===== src/rtl/mac_pkg.sv =====
// Shared types and default widths for the MAC cell.
package mac_pkg;

  localparam int DEF_A_W = 8;
  localparam int DEF_W_W = 8;
  localparam int DEF_P_W = 24;

  // Output-stationary accumulation phases.
  typedef enum logic [1:0] {
    S_IDLE  = 2'd0,
    S_ACCUM = 2'd1,
    S_DRAIN = 2'd2
  } state_t;

endpackage


===== src/rtl/mac_mult_add.sv =====
// Combinational multiply, extend, add, then saturate or wrap with overflow detect.
module mac_mult_add #(
  parameter int A_W    = 8,
  parameter int W_W    = 8,
  parameter int P_W    = 24,
  parameter int SIGNED = 0,
  parameter int SAT    = 1
) (
  input  logic [A_W-1:0] i_a,
  input  logic [W_W-1:0] i_w,
  input  logic [P_W-1:0] i_addend,
  output logic [P_W-1:0] o_sum,
  output logic           o_ovf
);

  localparam logic SGN  = (SIGNED != 0);
  localparam int   PR_W = A_W + W_W;
  localparam int   EXT  = P_W + 1 - PR_W;

  logic [PR_W-1:0] w_a_x, w_w_x, w_prod;
  logic [P_W:0]    w_prod_x, w_add_x, w_raw;

  // Operands are extended to the full product width so the truncated
  // product is exact for both signed and unsigned interpretations.
  assign w_a_x    = {{W_W{SGN & i_a[A_W-1]}}, i_a};
  assign w_w_x    = {{A_W{SGN & i_w[W_W-1]}}, i_w};
  assign w_prod   = w_a_x * w_w_x;

  // One guard bit above P_W makes the sum exact, so overflow is just a
  // look at the top two bits (signed) or the carry (unsigned).
  assign w_prod_x = {{EXT{SGN & w_prod[PR_W-1]}}, w_prod};
  assign w_add_x  = {SGN & i_addend[P_W-1], i_addend};
  assign w_raw    = w_prod_x + w_add_x;
  assign o_ovf    = SGN ? (w_raw[P_W] ^ w_raw[P_W-1]) : w_raw[P_W];

  // Clamp to the representable range when saturating, else keep the low bits.
  always_comb begin
    o_sum = w_raw[P_W-1:0];
    if (o_ovf && (SAT != 0)) begin
      if (SGN) o_sum = w_raw[P_W] ? {1'b1, {(P_W-1){1'b0}}} : {1'b0, {(P_W-1){1'b1}}};
      else     o_sum = '1;
    end
  end

endmodule


===== src/rtl/mac_cell_p.sv =====
// Systolic MAC cell: weight-stationary or output-stationary with double-buffered weight.
module mac_cell_p
  import mac_pkg::*;
#(
  parameter int A_W    = DEF_A_W,
  parameter int W_W    = DEF_W_W,
  parameter int P_W    = DEF_P_W,
  parameter int SIGNED = 0,
  parameter int SAT    = 1
) (
  input  logic           clk,
  input  logic           rst,
  input  logic           acc_mode,
  input  logic           dv_ain,
  input  logic [A_W-1:0] ain,
  input  logic           dv_win,
  input  logic [W_W-1:0] win,
  input  logic           init_win,
  input  logic           swap_w,
  input  logic           dv_pin,
  input  logic [P_W-1:0] pin,
  input  logic           drain,
  input  logic           clr_err,
  output logic           dv_aout,
  output logic [A_W-1:0] aout,
  output logic           dv_wout,
  output logic [W_W-1:0] wout,
  output logic           dv_pout,
  output logic [P_W-1:0] pout,
  output logic           ovf,
  output logic           coll
);

  state_t         r_state, w_state_nxt;
  logic           r_mode, w_os;
  logic [W_W-1:0] r_shadow, r_active;
  logic [P_W-1:0] r_acc, w_acc_nxt, w_pout_nxt, w_addend, w_sum;
  logic [A_W-1:0] w_a;
  logic           w_dvp_nxt, w_ovf_set, w_coll_set, w_ovf;

  // Mode is only re-read between OS transactions; mid-transaction the latched value holds.
  assign w_os     = (r_state == S_IDLE) ? acc_mode : r_mode;
  // Masking the activation makes a drain without dv_ain a pure pass-through of acc.
  assign w_a      = dv_ain ? ain : '0;
  assign w_addend = w_os ? r_acc : (dv_pin ? pin : '0);

  mac_mult_add #(
    .A_W(A_W), .W_W(W_W), .P_W(P_W), .SIGNED(SIGNED), .SAT(SAT)
  ) u_mac (
    .i_a      (w_a),
    .i_w      (r_active),
    .i_addend (w_addend),
    .o_sum    (w_sum),
    .o_ovf    (w_ovf)
  );

  // State and latched mode register.
  always_ff @(posedge clk) begin
    if (rst) begin
      r_state <= S_IDLE;
      r_mode  <= 1'b0;
    end else begin
      r_state <= w_state_nxt;
      r_mode  <= w_os;
    end
  end

  // Next state plus result/flag selection for both modes.
  always_comb begin
    w_state_nxt = r_state;
    w_acc_nxt   = r_acc;
    w_pout_nxt  = pout;
    w_dvp_nxt   = 1'b0;
    w_ovf_set   = 1'b0;
    w_coll_set  = 1'b0;
    if (!w_os) begin
      w_state_nxt = S_IDLE;
      if (dv_ain) begin
        w_pout_nxt = w_sum;
        w_dvp_nxt  = 1'b1;
        w_ovf_set  = w_ovf;
      end
    end else begin
      case (r_state)
        S_IDLE, S_ACCUM: begin
          if (drain) begin
            // Own drain wins the output slot; a coincident pin is dropped.
            w_state_nxt = S_DRAIN;
            w_pout_nxt  = w_sum;
            w_dvp_nxt   = 1'b1;
            w_acc_nxt   = '0;
            w_ovf_set   = w_ovf;
            w_coll_set  = dv_pin;
          end else begin
            if (dv_ain) begin
              w_acc_nxt   = w_sum;
              w_ovf_set   = w_ovf;
              w_state_nxt = S_ACCUM;
            end
            if (dv_pin) begin
              w_pout_nxt = pin;
              w_dvp_nxt  = 1'b1;
            end
          end
        end
        S_DRAIN: begin
          w_state_nxt = S_IDLE;
          if (dv_ain) begin
            w_acc_nxt = w_sum;
            w_ovf_set = w_ovf;
          end
          if (dv_pin) begin
            w_pout_nxt = pin;
            w_dvp_nxt  = 1'b1;
          end
        end
        default: w_state_nxt = S_IDLE;
      endcase
    end
  end

  // Result, accumulator and sticky flags; a new event beats clr_err.
  always_ff @(posedge clk) begin
    if (rst) begin
      pout    <= '0;
      dv_pout <= 1'b0;
      r_acc   <= '0;
      ovf     <= 1'b0;
      coll    <= 1'b0;
    end else begin
      pout    <= w_pout_nxt;
      dv_pout <= w_dvp_nxt;
      r_acc   <= w_acc_nxt;
      ovf     <= w_ovf_set  | (ovf  & ~clr_err);
      coll    <= w_coll_set | (coll & ~clr_err);
    end
  end

  // Double-buffered weight and east/south forwarding.
  always_ff @(posedge clk) begin
    if (rst) begin
      r_shadow <= '0;
      r_active <= '0;
      aout     <= '0;
      dv_aout  <= 1'b0;
      wout     <= '0;
      dv_wout  <= 1'b0;
    end else begin
      if (dv_win && init_win) r_shadow <= win;
      if (swap_w)             r_active <= r_shadow;
      aout    <= ain;
      dv_aout <= dv_ain;
      dv_wout <= dv_win & ~init_win;
      if (dv_win && !init_win) wout <= win;
    end
  end

endmodule


===== config.mk =====
export PLATFORM = sky130hd
export DESIGN_NAME = mac_cell_p
export DESIGN_NICKNAME = d
export VERILOG_FILES = /design/src/rtl/mac_pkg.sv /design/src/rtl/mac_mult_add.sv /design/src/rtl/mac_cell_p.sv
export SDC_FILE = /design/constraint.sdc
export NUM_CORES = 1
export LEC_CHECK = 0
export ABC_AREA = 1
export BUFFER_PORTS_ARGS = -buffer_cell sky130_fd_sc_hd__buf_2
export CORE_ASPECT_RATIO = 0.7
export CORE_UTILIZATION = 45
export DETAILED_ROUTE_END_ITERATION = 6
export PLACE_DENSITY = 0.79
export SLEW_MARGIN = 20
export SYNTH_ARGS = -nofsm -noshare
export SYNTH_HDL_FRONTEND = slang
export SYNTH_SLANG_ARGS = --single-unit
export TNS_END_PERCENT = 100

===== constraint.sdc =====
create_clock -name clk -period 6.5 [get_ports clk]
set_input_delay 1.95 -clock clk [delete_from_list [all_inputs] [get_ports clk]]
set_output_delay 1.95 -clock clk [all_outputs]
set_load 0.01 [all_outputs]

Word-level counts from Yosys, hierarchy flattened. Cells that the tools add are included.

Add/subtract/negate cells: 1. $mul: 1. Equal/unequal tests: 3. Mux-type cells: 27. Bitwise operators: 9. Reduce and logical (&&, ||, !) cells: 12.

Operator list (number): $mux 24 (9); $pmux 24 s2 (2); $add 16x24->25 (1); $mul 8x8->16 (1); $mux 1 (11); $mux 8 (1); $reduce_bool 2->1 (3); $mux 2 (2); $not 1->1 (4); $pmux 1 s2 (2); $reduce_and 2->1 (2); $reduce_or 4->1 (1); $and 1x1->1 (3); $ne 3x1->1 const B (1); $reduce_or 3->1 (1); $eq 2x1->1 const B (1); $eq 2x2->1 const B (1); $logic_and 1x1->1 (2); $logic_not 2->1 (1); $or 1x1->1 (2); $reduce_or 2->1 (1); $logic_not 1->1 (1).

Register bits: 88. Output and inout port bits: 45.

Longest topological paths before layout. Gate-level depths: netlist (run 1).

Depth in word-level cells: 9. Depth in mapped cells: 29. Depth with buffers taken out: 27.

By module. Synthesis (run 1) repeated with hierarchy kept, for this count alone.

Cells, all modules: 1176. Area, all modules: 7816.2 µm².

By module, submodules not included: mac_cell_p (instances 1, cells an instance 606, area an instance 4200.3 µm², seq. area each 1761.7 µm²); mac_mult_add (instances 1, cells an instance 570, area an instance 3616.0 µm², seq. area each 0.0 µm²).

Worst setup path before layout (run 1). OpenSTA, ideal clock, no wires.

Kind: input -> register. Start: input port dv_pin. End: register pout[15]. Library setup time: 135 ps. Data arrival time: 6439 ps. Required time: 6365 ps. Setup slack: -74 ps. Stages: 27. Path buffers: 4. Path through: buf_2 clkbuf_1 clkbuf_1 nand2_1 nand2_1 o21ai_0 fa_1 inv_1 fa_1 fa_1 inv_1 fa_1 inv_1 ha_1 nand2_1 inv_1 nand2_1 nand2_1 nand2_1 nand2_1 nand2_1 nand2_2 nand2_2 buf_2 nand2_1 o21ai_0 a21oi_1.

Cells in the longest elaborated chain, start to end: 7. Elaborated cells on any way between the ends: 9. Those cells by class: add/sub (1); mux (8).

Ends and longest elaborated chain: start: declaration (RTL line mac_cell_p.sv:20) `input logic dv_pin,`; $mux 24 (2 in a row) (RTL line mac_cell_p.sv:45) `assign w_addend = w_os ? r_acc : (dv_pin ? pin : '0);`; $add 16x24->25 (RTL line mac_mult_add.sv:33) `assign w_raw = w_prod_x + w_add_x;`; $mux 24 (RTL line mac_mult_add.sv:39) `if (o_ovf && (SAT != 0)) begin`; $mux 24 (RTL line mac_cell_p.sv:86) `if (drain) begin`; $pmux 24 s2 (RTL line mac_cell_p.sv:84) `case (r_state)`; $mux 24 (*) (RTL line mac_cell_p.sv:76) `if (!w_os) begin`; end signal: assignment (RTL line mac_cell_p.sv:131) `pout <= w_pout_nxt;`; end: declaration (RTL line mac_cell_p.sv:29) `output logic [P_W-1:0] pout,`.

Every way passes the cells marked *; elsewhere a longest branch is shown, timed or not. The select of a mux whose other input is x is not followed. A chain may end at the register's enable or synchronous reset.

Final worst setup path (run 1).
Start: input port dv_ain. End: register pout[21].

Cells in the longest elaborated chain, start to end: 7. Elaborated cells on any way between the ends: 10. Those cells by class: add/sub (1); mul (1); mux (6); reduce/logical (2).

Ends and longest elaborated chain: start: declaration (RTL line mac_cell_p.sv:14) `input logic dv_ain,`; $mux 8 (RTL line mac_cell_p.sv:44) `assign w_a = dv_ain ? ain : '0;`; $mul 8x8->16 (RTL line mac_mult_add.sv:27) `assign w_prod = w_a_x * w_w_x;`; $add 16x24->25 (RTL line mac_mult_add.sv:33); $mux 24 (RTL line mac_mult_add.sv:39); $mux 24 (RTL line mac_cell_p.sv:86); $pmux 24 s2 (RTL line mac_cell_p.sv:84); $mux 24 (RTL line mac_cell_p.sv:76).

Several ways; a longest one is shown, not always the timed one. The select of a mux whose other input is x is not followed.

==> results of run 1 <==
report_power, final:
| part | internal, mW | switching (mW) |
|---|---|---|
| clock | 0.345 | 0.251 |
| combinational | 0.206 | 0.354 |
| sequential | 0.584 | 0.0341 |
layout make-up:
cell class	count	area [um^2]	area share, %
Clock inverter	7	110	1.34
Timing Repair Buffer	115	673	8.17
Inverter	181	679	8.24
Sequential cell	88	1760	21.4
Tap cell	200	250	3.04
Clock buffer	9	225	2.73
Multi-Input combinational cell	750	4540	55.1
worst paths after layout:
path | start | end | slack [ns] | depth (start not counted)
worst max register to register | r_state[0] | pout[19] | 1.47 | 23
worst min register to register | r_acc[12] | r_acc[12] | 0.47 | 2
worst min-delay path | r_acc[12] | r_acc[12] | 0.47 | 2
worst max-delay path | dv_ain | pout[21] | 0.36 | 25
cells in the mapped netlist, types with 2 or more instances:
cell type                    n
sky130_fd_sc_hd__nand2_1   253
sky130_fd_sc_hd__inv_1     179
sky130_fd_sc_hd__nor2_1    130
sky130_fd_sc_hd__a21oi_1    94
sky130_fd_sc_hd__dfxtp_1    88
sky130_fd_sc_hd__o21ai_0    83
sky130_fd_sc_hd__fa_1       50
sky130_fd_sc_hd__ha_1       41
sky130_fd_sc_hd__clkbuf_1   33
sky130_fd_sc_hd__nand3_1    27
sky130_fd_sc_hd__a31oi_1    12
sky130_fd_sc_hd__a21oi_2    10
sky130_fd_sc_hd__xnor2_1     9
sky130_fd_sc_hd__nand2_2     7
sky130_fd_sc_hd__buf_2       6
sky130_fd_sc_hd__nand4_1     6
sky130_fd_sc_hd__xor2_1      6
sky130_fd_sc_hd__nand2_4     4
sky130_fd_sc_hd__o21ai_2     4
sky130_fd_sc_hd__buf_1       3
sky130_fd_sc_hd__nor3_1      3
sky130_fd_sc_hd__o21ai_1     3
sky130_fd_sc_hd__buf_6       2
sequential cells by signal (all words and copies together), names as in the netlist, 2 cells and up:
register  flops
pout         24
r_acc        24
aout          8
r_active      8
r_shadow      8
wout          8
r_state       2
stage by stage:
| stage | hold slack (ns) | cell area (um^2) | util, % |
|---|---|---|---|
| 2_1_floorplan | 0.445 | 7160 | - |
| 3_3_place_gp | 0.452 | 7880 | 50.8 |
| 3_5_place_dp | 0.457 | 7880 | 50.8 |
| 4_1_cts | 0.467 | 8210 | 53.0 |
| 5_1_grt | 0.483 | 8240 | 53.2 |
| 6_report | 0.466 | 8240 | 53.2 |
routing by layer:
layer / track usage (%) / wire, um / vias to the layer above / share of wire, %
li1: - / - / 3460 / -
met1: 33.7 / 8810 / 3169 / 47
met2: 37.3 / 8010 / 316 / 42
met3: 4.71 / 1720 / 33 / 9.1
met4: 8.51 / 386 / 0 / 2.0
met5: 0 / 0 / - / 0
kinds of logic after synthesis:
group	Yosys count
flip-flops	88
AO/OA/AOI/OAI	209
buffers and inverters	225
adder cells (fa/ha/maj)	91
XOR/XNOR	15
AND/OR/NAND/NOR	435
cell usage in the layout (no fill, tap or decap), types with 6 or more instances in the layout:
| cell type | synthesis | layout |
|---|---|---|
| sky130_fd_sc_hd__fa_1 | 50 | 50 |
| sky130_fd_sc_hd__ha_1 | 41 | 41 |
| sky130_fd_sc_hd__a21oi_2 | 10 | 10 |
| sky130_fd_sc_hd__buf_2 | 6 | 94 |
| sky130_fd_sc_hd__inv_1 | 179 | 179 |
| sky130_fd_sc_hd__nand2_2 | 7 | 7 |
| sky130_fd_sc_hd__xor2_1 | 6 | 6 |
| sky130_fd_sc_hd__xnor2_1 | 9 | 9 |
| sky130_fd_sc_hd__a31oi_1 | 12 | 12 |
| sky130_fd_sc_hd__nand3_1 | 27 | 27 |
| sky130_fd_sc_hd__nand4_1 | 6 | 6 |
| sky130_fd_sc_hd__buf_4 | 0 | 18 |
| sky130_fd_sc_hd__clkbuf_16 | 0 | 9 |
| sky130_fd_sc_hd__nand2_1 | 253 | 253 |
| sky130_fd_sc_hd__dfxtp_1 | 88 | 88 |
| sky130_fd_sc_hd__o21ai_0 | 83 | 83 |
| sky130_fd_sc_hd__a21oi_1 | 94 | 94 |
| sky130_fd_sc_hd__nor2_1 | 130 | 130 |
worst reg2reg max path: stages, from the launching register on:
cell and delay, ns:
sky130_fd_sc_hd__dfxtp_1 0.41, sky130_fd_sc_hd__o21ai_2 0.32, sky130_fd_sc_hd__nand2_4 0.16, sky130_fd_sc_hd__nand2_1 0.09
sky130_fd_sc_hd__o21ai_0 0.11, sky130_fd_sc_hd__fa_1 0.55, sky130_fd_sc_hd__inv_1 0.05, sky130_fd_sc_hd__fa_1 0.51
sky130_fd_sc_hd__inv_1 0.06, sky130_fd_sc_hd__fa_1 0.49, sky130_fd_sc_hd__fa_1 0.49, sky130_fd_sc_hd__inv_1 0.05
sky130_fd_sc_hd__ha_1 0.32, sky130_fd_sc_hd__buf_4 0.16, sky130_fd_sc_hd__nand2_1 0.06, sky130_fd_sc_hd__nand3_1 0.16
sky130_fd_sc_hd__nand2_1 0.11, sky130_fd_sc_hd__nand3_1 0.11, sky130_fd_sc_hd__nand2_1 0.08, sky130_fd_sc_hd__nand2_1 0.11
sky130_fd_sc_hd__xnor2_1 0.20, sky130_fd_sc_hd__nand3_1 0.13, sky130_fd_sc_hd__nand2_1 0.11, sky130_fd_sc_hd__a21oi_2 0.05
==> impl_metrics.py, run 1 <==
metrics = {
    "run_status": {
        "outcome": "finished with violations",
        "violations": "DRC",
    },
    "critical_path": {
        "crit_path_max_incr_delay_ns": 0.53,
        "cp-end-kind": "flip-flop",
        "critical_path_type": "in2reg",
        "critical_path.max_fanout": 16,
        "cell_with_the_biggest_individual_delay_on_the_critical_path": "sky130_fd_sc_hd__fa_1",
        "cp_most_frequent_cell": "sky130_fd_sc_hd__nand2_1",
        "crit_required_ns": 6.78,
        "critPathLaunchType": "input pin",
        "worst-path-buf-inv": 7,
        "worst_ep_arrival_time_ns": 6.42,
        "timing.critical_path.max_delay_family": "adder cells",
    },
    "logic_synthesis": {
        "synth_cell_types": 33,
        "largest_family_of_logic_cells_by_synthesized_area": "simple AND/OR/NAND/NOR gates",
        "synth-seq-area-share_pct": 24.6,
        "syn_area_um2": 7160,
        "synthFlopType": "sky130_fd_sc_hd__dfxtp_1",
        "post_synth_xor_area_fraction_pct": 1.84,
        "synth_compound_gate_area_share_pct": 15.7,
        "async_flop_share_pct": 0,
        "netlist.top_cell.by_area": "sky130_fd_sc_hd__dfxtp_1",
        "postSynthNetCount": 1204,
        "yosys_register_bits": 88,
        "synth_fa_ha_area_share_pct": 21.2,
        "synthTopCellsByArea": "sky130_fd_sc_hd__dfxtp_1 25%, sky130_fd_sc_hd__fa_1 14%, sky130_fd_sc_hd__nand2_1 13%",
        "synth_edf_count": 0,
        "synth_simple_gate_area_share_pct": 24.6,
        "syn-instance-count": 1063,
        "yosys_warnings": 0,
        "post_synth.cell_area_avg_um2": 6.73,
        "synth_mux_area_share_pct": 0,
        "synth_largest_type_area_fraction_pct": 24.6,
    },
    "sta": {
        "fmax_ghz": 0.163,
        "timing.final.hold_violations": 0,
        "max-slew-margin-rel_pct": 36.9,
        "tightest_slew_ns": 0.944,
        "total_negative_slack_ns": 0,
        "fin_crit_ns": 6.14,
        "unrepaired_setup_endpoints_after_global_routing": "false",
        "report.final.setup_viol": 0,
        "fin_skew_ns": 0.00795,
        "fin_crit_sh_pct": 94.4,
        "slew_violations": 0,
        "worst_slack_ns": 0.364,
    },
    "grt": {
        "grt_pass1_wl_um": 31600,
        "grt_start_max_net_pins": 62,
        "initial_antenna_violation_count": 0,
        "grt_use_total_pct": 24.2,
        "grt_overflow": 0,
        "via_count_of_the_first_global_routing_pass": 6512,
    },
    "flow_run": {
        "max_capacitance_violation_count": 0,
    },
    "place": {
        "buffer_ports.inserted": 94,
        "dp_hpwl_um": 14400,
        "finalWeightedCongestion": 0.904,
        "placed_cells_incl_taps": 1333,
        "dpl_worst_slack_ns": 0.0303,
    },
    "floorplan": {
        "die_area_um2": 16400,
        "design.portCount": 95,
        "placementRows": 38,
        "die_x_um": 153,
        "die_y_um": 108,
        "floorplan.initialDensity_pct": 46.2,
        "core_area_um2": 15500,
    },
    "clock_tree": {
        "insertion_delay_ns": 0.36,
        "tritoncts.num_buffers": 9,
        "cts_resized": 0,
        "numClockSinks": 88,
        "cts_tree": "yes",
        "hold_buffers_post_cts": 0,
        "postCtsSetupRepairBufs": 0,
        "cts.htree.levels": 3,
        "clock-root-buffer": "sky130_fd_sc_hd__clkbuf_16",
        "path_clk_slew_ns": 0.07,
        "cts_buffer_depth": 2,
    },
    "cells_and_area": {
        "fin_nets": 1286,
        "drive_gt1_share_pct": 14.1,
        "final_cell_count_no_fill": 1350,
        "area.growth.synth_to_final_pct": 15.2,
        "layout.filler_cells": 1493,
        "count_of_antenna_diodes_in_the_layout": 0,
    },
    "detailed_routing": {
        "drt-initial-drc-count": 669,
        "detail_route.vias_per_cell": 5.17,
        "routed_wl_um": 18900,
        "vias": 6978,
        "number_of_nets_with_antenna_violations_after_routing": 0,
        "wire_per_inst_um": 14.0,
        "dr.pass1.iters": 7,
        "drc": 4,
    },
    "power_and_ir_drop": {
        "irDropWorstVdd_mv": 0.165,
        "p_leak_nw": 4.22,
        "power-per-cell-area_nw_per_um2": 215,
        "power_after_layout_mw": 1.77,
    },
    "min_path": {
        "holdCritPathClass": "reg2reg",
    },
}
Note: power is estimated with default switching activity, not from simulation.
==> inputs of run 2 (changes only) <==
--- a/config.mk
+++ b/config.mk
@@ -10,7 +10,7 @@
 export CORE_ASPECT_RATIO = 0.7
 export CORE_UTILIZATION = 45
 export DETAILED_ROUTE_END_ITERATION = 6
-export PLACE_DENSITY = 0.79
+export PLACE_DENSITY = 0.68
 export SLEW_MARGIN = 20
 export SYNTH_ARGS = -nofsm -noshare
 export SYNTH_HDL_FRONTEND = slang
==> impl_metrics.py, run 2 (synthesis gave the netlist of run 1 again) <==
metrics = {
    "detailed_routing": {
        "routed_wl_um": 20000,
        "drc": 10,
        "wire_per_inst_um": 14.7,
        "drt-initial-drc-count": 651,
        "number_of_nets_with_antenna_violations_after_routing": 0,
        "dr.pass1.iters": 7,
        "detail_route.vias_per_cell": 5.15,
        "vias": 6981,
    },
    "cells_and_area": {
        "reg_top3": "pout (24), r_acc (24)",
        "drive_gt1_share_pct": 14.5,
        "count_of_antenna_diodes_in_the_layout": 0,
        "most_common_library_cell_in_the_layout_ignoring_fill_and_taps": "sky130_fd_sc_hd__nand2_1",
        "fin_nets": 1292,
        "layout.filler_cells": 1554,
        "mostFrequentLayoutCells": "253 x sky130_fd_sc_hd__nand2_1, 179 x sky130_fd_sc_hd__inv_1, 130 x sky130_fd_sc_hd__nor2_1",
        "final_core_utilization_pct": 53.1,
        "fin_area_um2": 8230,
        "area.growth.synth_to_final_pct": 15.0,
        "final_cell_count_no_fill": 1356,
    },
    "grt": {
        "initial_antenna_violation_count": 0,
        "grt_use_total_pct": 25.6,
        "via_count_of_the_first_global_routing_pass": 6675,
        "grt_overflow": 0,
        "grt_pass1_wl_um": 33100,
        "grt_start_max_net_pins": 63,
    },
    "critical_path": {
        "critical_path.max_fanout": 19,
        "crit_path_max_incr_delay_ns": 0.55,
        "critical_path_type": "in2reg",
        "regToRegSetupSlack_ns": 1.50,
        "critPathLaunchType": "input pin",
        "timing.critical_path.max_delay_family": "adder cells",
        "worst_r2r_startpoint": "r_state[0]",
        "cp-end-kind": "flip-flop",
        "reg2regPathDepth": 22,
        "cell_with_the_biggest_individual_delay_on_the_critical_path": "sky130_fd_sc_hd__fa_1",
        "cp_most_frequent_cell": "sky130_fd_sc_hd__nand2_1",
        "worst-path-buf-inv": 6,
        "worst_ep_arrival_time_ns": 6.32,
        "capture_instance_of_the_worst_register_to_register_path": "r_acc[17]",
        "crit_required_ns": 6.70,
    },
    "clock_tree": {
        "cts_resized": 0,
        "cts_buffer_depth": 2,
        "postCtsSetupRepairBufs": 0,
        "numClockSinks": 88,
        "hold_buffers_post_cts": 0,
        "path_clk_slew_ns": 0.07,
        "tritoncts.num_buffers": 9,
        "cts_tree": "yes",
        "clock-root-buffer": "sky130_fd_sc_hd__clkbuf_16",
        "insertion_delay_ns": 0.35,
        "cts.htree.levels": 3,
    },
    "floorplan": {
        "design.portCount": 95,
        "die_x_um": 153,
        "placementRows": 38,
        "die_y_um": 108,
        "floorplan.initialDensity_pct": 46.2,
        "core_area_um2": 15500,
        "die_area_um2": 16400,
    },
    "place": {
        "placed_cell_area_um2": 7920,
        "dpl_worst_slack_ns": 0.0843,
        "buffer_ports.inserted": 94,
        "placed_cells_incl_taps": 1340,
        "finalWeightedCongestion": 0.972,
        "dp_hpwl_um": 15600,
    },
    "run_status": {
        "violations": "DRC",
        "outcome": "finished with violations",
    },
    "power_and_ir_drop": {
        "power-per-cell-area_nw_per_um2": 210,
        "p_leak_nw": 4.23,
        "irDropWorstVdd_mv": 0.114,
        "power_after_layout_mw": 1.73,
    },
    "sta": {
        "tightest_slew_ns": 0.990,
        "worst_slack_ns": 0.380,
        "slew_violations": 0,
        "total_negative_slack_ns": 0,
        "report.final.setup_viol": 0,
        "max-slew-margin-rel_pct": 33.9,
        "fin_hold_ws_ns": 0.466,
        "fin_crit_sh_pct": 94.2,
        "unrepaired_setup_endpoints_after_global_routing": "false",
        "fin_skew_ns": 0.0103,
        "fin_crit_ns": 6.12,
        "fmax_ghz": 0.163,
        "timing.final.hold_violations": 0,
    },
    "flow_run": {
        "max_capacitance_violation_count": 0,
    },
    "min_path": {
        "hold_path_depth": 2,
        "worst_hold_path.endpoint": "r_acc[10]",
        "hold_path.startpoint": "r_acc[10]",
        "holdCritPathClass": "reg2reg",
    },
}
[run 2: worst max path at each step]
stage	from	to	slack, ns	cells past startpoint
2_1_floorplan	acc_mode	pout[15]	0.009	27
3_3_place_gp	dv_ain	r_acc[16]	0.06	25
3_5_place_dp	dv_ain	pout[5]	0.08	25
4_1_cts	dv_ain	pout[15]	0.43	25
5_1_grt	dv_ain	r_acc[8]	0.02	25
6_report	dv_ain	pout[1]	0.38	25
[run 2: cell type report]
cell class                      instances  area [um^2]  share of cell area, %
Tap cell                              200          250                   3.04
Sequential cell                        88         1760                   21.4
Clock buffer                           10          239                   2.90
Inverter                              181          679                   8.25
Multi-Input combinational cell        750         4540                   55.2
Clock inverter                          6         75.1                  0.912
Timing Repair Buffer                  121          686                   8.33
[run 2: worst register-to-register path, cell delays in order, from the launching register on]
cell and delay, ns:
sky130_fd_sc_hd__dfxtp_1 0.40, sky130_fd_sc_hd__o21ai_2 0.33, sky130_fd_sc_hd__nand2_4 0.16, sky130_fd_sc_hd__nand2_1 0.08, sky130_fd_sc_hd__o21ai_0 0.11, sky130_fd_sc_hd__fa_1 0.56, sky130_fd_sc_hd__inv_1 0.06, sky130_fd_sc_hd__fa_1 0.48
sky130_fd_sc_hd__fa_1 0.54, sky130_fd_sc_hd__inv_1 0.05, sky130_fd_sc_hd__fa_1 0.47, sky130_fd_sc_hd__inv_1 0.04, sky130_fd_sc_hd__ha_1 0.36, sky130_fd_sc_hd__nand2_1 0.09, sky130_fd_sc_hd__nor2_1 0.16, sky130_fd_sc_hd__nand3_1 0.11
sky130_fd_sc_hd__nand3_1 0.16, sky130_fd_sc_hd__nand2_1 0.10, sky130_fd_sc_hd__nand2_1 0.08, sky130_fd_sc_hd__xor2_1 0.22, sky130_fd_sc_hd__nand3_1 0.15, sky130_fd_sc_hd__nand2_1 0.10, sky130_fd_sc_hd__a21oi_2 0.05
[run 2: power by group]
| group | internal [mW] | switching [mW] |
|---|---|---|
| combinational | 0.203 | 0.358 |
| sequential | 0.584 | 0.0348 |
| clock | 0.315 | 0.235 |
| total | 1.10 | 0.627 |
[run 2: per-layer routing]
metal	vias up	track usage [%]	wire length, um
met5	-	3.17	64
li1	3475	-	-
met1	3225	37.2	10200
met3	20	6.44	1750
met2	259	37.3	7790
met4	2	5.77	226
